<file path="src/rtl/route_buffer_32b.sv">
// route_buffer_32b: two-entry elastic buffer placed after a CGRA routing mux.
// In buffered mode words pass through a 2-deep FIFO with one cycle of latency.
// When cfg_bypass is set and the FIFO is empty, the input is wired straight to
// the output with the handshake passed through combinationally.
// The presented head word is held in its own register so that out stays at the
// last word shown when the FIFO runs empty, instead of showing a stale slot.
module route_buffer_32b #(
    parameter int size  = 32,
    parameter int DEPTH = 2
) (
    input  logic            CGRA_Clock,
    input  logic            CGRA_Reset_n,
    input  logic            CGRA_Enable,
    input  logic            cfg_bypass,
    input  logic [size-1:0] in,
    input  logic            in_valid,
    output logic            in_ready,
    output logic [size-1:0] out,
    output logic            out_valid,
    input  logic            out_ready,
    output logic [1:0]      count
);

    localparam logic [1:0] FULL_COUNT = 2'(DEPTH);

    logic [size-1:0] mem_r      [2];
    logic [size-1:0] mem_next_s [2];
    logic            wr_ptr_r;
    logic            wr_ptr_next_s;
    logic            rd_ptr_r;
    logic            rd_ptr_next_s;
    logic [1:0]      count_r;
    logic [1:0]      count_next_s;
    logic [size-1:0] head_r;
    logic [size-1:0] head_next_s;

    logic            bypass_active_s;
    logic            push_s;
    logic            pop_s;
    logic            buf_in_ready_s;
    logic            buf_out_valid_s;

    // Handshake: buffered-mode flags and the bypass pass-through selection.
    always_comb begin
        bypass_active_s = cfg_bypass && (count_r == 2'd0);
        buf_in_ready_s  = CGRA_Enable && (count_r != FULL_COUNT);
        buf_out_valid_s = (count_r != 2'd0);
        if (bypass_active_s) begin
            in_ready  = out_ready && CGRA_Enable;
            out_valid = in_valid && CGRA_Enable;
            out       = in;
        end else begin
            in_ready  = buf_in_ready_s;
            out_valid = buf_out_valid_s;
            out       = head_r;
        end
        push_s = in_valid && buf_in_ready_s && CGRA_Enable && !bypass_active_s;
        pop_s  = buf_out_valid_s && out_ready && CGRA_Enable && !bypass_active_s;
        count  = count_r;
    end

    // Next-state: storage write, pointer advance, occupancy and next head word.
    always_comb begin
        mem_next_s    = mem_r;
        wr_ptr_next_s = wr_ptr_r;
        rd_ptr_next_s = rd_ptr_r;
        count_next_s  = count_r;
        head_next_s   = head_r;

        if (push_s) begin
            mem_next_s[wr_ptr_r] = in;
            wr_ptr_next_s        = ~wr_ptr_r;
        end else begin
            wr_ptr_next_s = wr_ptr_r;
        end

        if (pop_s) begin
            rd_ptr_next_s = ~rd_ptr_r;
        end else begin
            rd_ptr_next_s = rd_ptr_r;
        end

        case ({push_s, pop_s})
            2'b10:   count_next_s = count_r + 2'd1;
            2'b01:   count_next_s = count_r - 2'd1;
            default: count_next_s = count_r;
        endcase

        // An empty buffer keeps showing the last head word.
        if (count_next_s != 2'd0) begin
            head_next_s = mem_next_s[rd_ptr_next_s];
        end else begin
            head_next_s = head_r;
        end
    end

    // State registers; reset clears storage so out reads 0 after reset.
    always_ff @(posedge CGRA_Clock or negedge CGRA_Reset_n) begin
        if (!CGRA_Reset_n) begin
            mem_r[0] <= '0;
            mem_r[1] <= '0;
            wr_ptr_r <= 1'b0;
            rd_ptr_r <= 1'b0;
            count_r  <= 2'd0;
            head_r   <= '0;
        end else begin
            mem_r[0] <= mem_next_s[0];
            mem_r[1] <= mem_next_s[1];
            wr_ptr_r <= wr_ptr_next_s;
            rd_ptr_r <= rd_ptr_next_s;
            count_r  <= count_next_s;
            head_r   <= head_next_s;
        end
    end

endmodule

</file>
<file path="config.mk">
export PLATFORM = sky130hd
export DESIGN_NAME = route_buffer_32b
export DESIGN_NICKNAME = d
export VERILOG_FILES = /design/src/rtl/route_buffer_32b.sv
export SDC_FILE = /design/constraint.sdc
export NUM_CORES = 1
export LEC_CHECK = 0
export BUFFER_PORTS_ARGS = -buffer_cell sky130_fd_sc_hd__buf_2
export CAP_MARGIN = 20
export CORE_MARGIN = 4
export CORE_UTILIZATION = 55
export DETAILED_ROUTE_END_ITERATION = 16
export GPL_ROUTABILITY_DRIVEN = 0
export PLACE_DENSITY = 0.86
export SLEW_MARGIN = 25
export SYNTH_ARGS = -nofsm -noshare
export SYNTH_HDL_FRONTEND = slang
export SYNTH_SLANG_ARGS = --single-unit
export TNS_END_PERCENT = 1
</file>
<file path="constraint.sdc">
create_clock -name CGRA_Clock -period 6.1 [get_ports CGRA_Clock]
set_input_delay 1.22 -clock CGRA_Clock [delete_from_list [all_inputs] [get_ports CGRA_Clock]]
set_output_delay 1.22 -clock CGRA_Clock [all_outputs]
set_load 0.01 [all_outputs]
</file>
==> metrics.cfg <==
[floorplan]
initial_core_util_pct = 57.6
die_area_sq_um = 9730
die_h_microns = 98.6
die_x_microns = 98.6
core_sq_um = 7850
rows = 32
io_pins = 74

[synth]
synth.distinct_cells = 30
synth_top_area_cell = dfrtp_1
yosysWarnings = 0
synth_area_sq_um = 4520
seq_area_frac_synth_pct = 55.4
synth_flop_cell = dfrtp_1
synth_seq_cells = 100
syn_inst = 307
async_flop_share_pct = 100
synth_top_area_share_pct = 55.4
syn_avg_cell_area_sq_um = 14.7
synth_nets = 346
synth.area.top_cells = dfrtp_1 55%, mux2_2 23%, a221o_1 7.1%
synth-edff-count = 0

[worst_setup_path]
endpoint_kind = output port
crit_path_frequent_cell = buf_2
path_delay_family = buffers and inverters
start_kind = primary input
setup.worst_path.class = in -> out
cp_max_fo = 32
path_cells = buf_2 > nor3b_2 > buf_4 > mux2_2 > buf_2
max_stage_delay_ns = 0.41
cp_slowest_cell = buf_4
crit_buf_inv = 3
regToRegSetupSlack_ns = 3.17
arrival_ns = 2.52
required_ns = 4.88

[sta]
min_period_ns = 3.74
fmax_mhz = 267
setup_viol = 0
drv_slew = 0
setup-tns-final_ns = 0
worstMarginPinSlew_ns = 0.784
layout_setup_ws_ns = 2.36
skew_ns = 0.00790
period_share_pct = 61.4
hold_viol = 0
rsz0062_at_grt = false
slew_headroom_pct = 47.7

[clocking]
clkLatencyLatePin_ns = 0.36
clock-root-buffer = clkbuf_8
cts_tree = built
cts_max_level = 3
clock_sinks = 100
ctsHoldBuffers = 0
post_cts_buffers = 0
cts.clk_slew.worst_paths_ns = 0.09
cts_resized = 0
cts_buffers = 9
cts.path.max_buffers = 2

[global_route]
grt_pass1_wl_microns = 14300
grt_max_degree = 66
track_usage_pct = 18.5
grt_pass1_vias = 2929
grt_overflow = 0
antenna_found_initial = 0

[hold_path]
hold_path_class = reg -> reg

[finish]
drive_gt1_share_pct = 51.7
n_antenna_cell = 0
area_growth_pct = 13.1
nNetsFinal = 413

[detailed_routing]
dr_total_vias = 2748
drc = 0
drt_pass1_iterations = 4
routed_wl_microns = 8720
ant_nets = 0
post_drt_wl_per_cell_microns = 18.1
viasPerCell = 5.71
drtIter0Drc = 93

[place]
port_buffers = 73
detailedPlace.worstSlack_ns = 2.37
dp_hpwl_microns = 5470

[power_and_ir_drop]
power.density_nw_per_um2 = 560
irDropWorstVdd_mv = 0.277
leakage_nw = 2.37

[status]
status = finished clean

[run]
max-cap-violations = 0

## cell usage after synthesis (2+ instances only)
master    count
dfrtp_1     100
mux2_2       91
a221o_1      32
and2_0       22
and2_1       11
buf_2         9
buf_6         8
mux2_4        5
clkbuf_1      4
inv_1         2
nand2_1       2
nor3b_1       2
xnor2_1       2
## cell type report
type                            instances  area [sq um]
Tap cell                              102           128
Multi-Input combinational cell        184          1860
Timing Repair Buffer                   77           398
Inverter                                2          7.51
Clock inverter                          3          43.8
Sequential cell                       100          2500
Clock buffer                           13           169
Fill cell                             613          2740
## routing by layer
layer	GRT usage (%)	wire (microns)
met2	31.0	4360
met1	24.0	3900
met4	5.25	85
met3	4.95	377
met5	0	0
## through the flow
step	cell area (sq um)	hold slack, ns	cells	utilization, %	power (mW)
after floorplan	4520	0.468	307	-	2.10
after global placement	4900	0.475	465	62.4	2.39
after detailed placement	4900	0.481	465	62.4	2.44
after CTS	5110	0.501	481	65.1	2.89
after global routing	5110	0.515	481	65.1	3.06
final	5110	0.497	481	65.1	2.86
## logic make-up after synthesis
logic type	synth area share [%]
AO/OA/AOI/OAI	8.28
AND/OR/NAND/NOR	7.26
multiplexers	24.3
XOR/XNOR	0.942
buffers and inverters	3.49
flip-flops	55.4
adder cells (fa/ha/maj)	0.277
## worst reg2reg max path, stage by stage (launching register included)
cell,delay (ns)
dfrtp_1,0.58
o21bai_4,0.24
nand3_1,0.13
ha_1,0.37
and4bb_1,0.22
or3_4,0.56
nor2_2,0.14
buf_4,0.38
a221o_1,0.24
## final timing paths
kind | from | end | depth (start not counted)
min in group asynchronous | CGRA_Reset_n | count[1] | 1
worst min-delay path | mem_r[22] | mem_r[22] | 1
worst max-delay path | cfg_bypass | out[31] | 5
worst min register to register | mem_r[22] | mem_r[22] | 1
max in group asynchronous | CGRA_Reset_n | head_r[13] | 2
worst max register to register | count[0] | head_r[13] | 8
## state kept, by name, summed over array words and instances (netlist names)
name	flops
wr_ptr_r	1
head_r	32
mem_r	64
count	2
rd_ptr_r	1
## where the power goes
part | internal [mW] | switching, mW | total [mW]
logic | 0.674 | 0.617 | 1.29
registers | 1.00 | 0.134 | 1.13
clock network | 0.224 | 0.213 | 0.436
## cells in the final DEF (no fill, tap or decap), types with 2 or more instances in the layout
cell type and n:
a221o_1 32, and2_0 22, and2_1 11, buf_2 72, buf_4 5, clkbuf_8 12
dfrtp_1 100, inv_1 2, mux2_2 91, mux2_4 5, nand2_1 2, xnor2_1 2
Note: power is estimated with default switching activity, not from simulation.
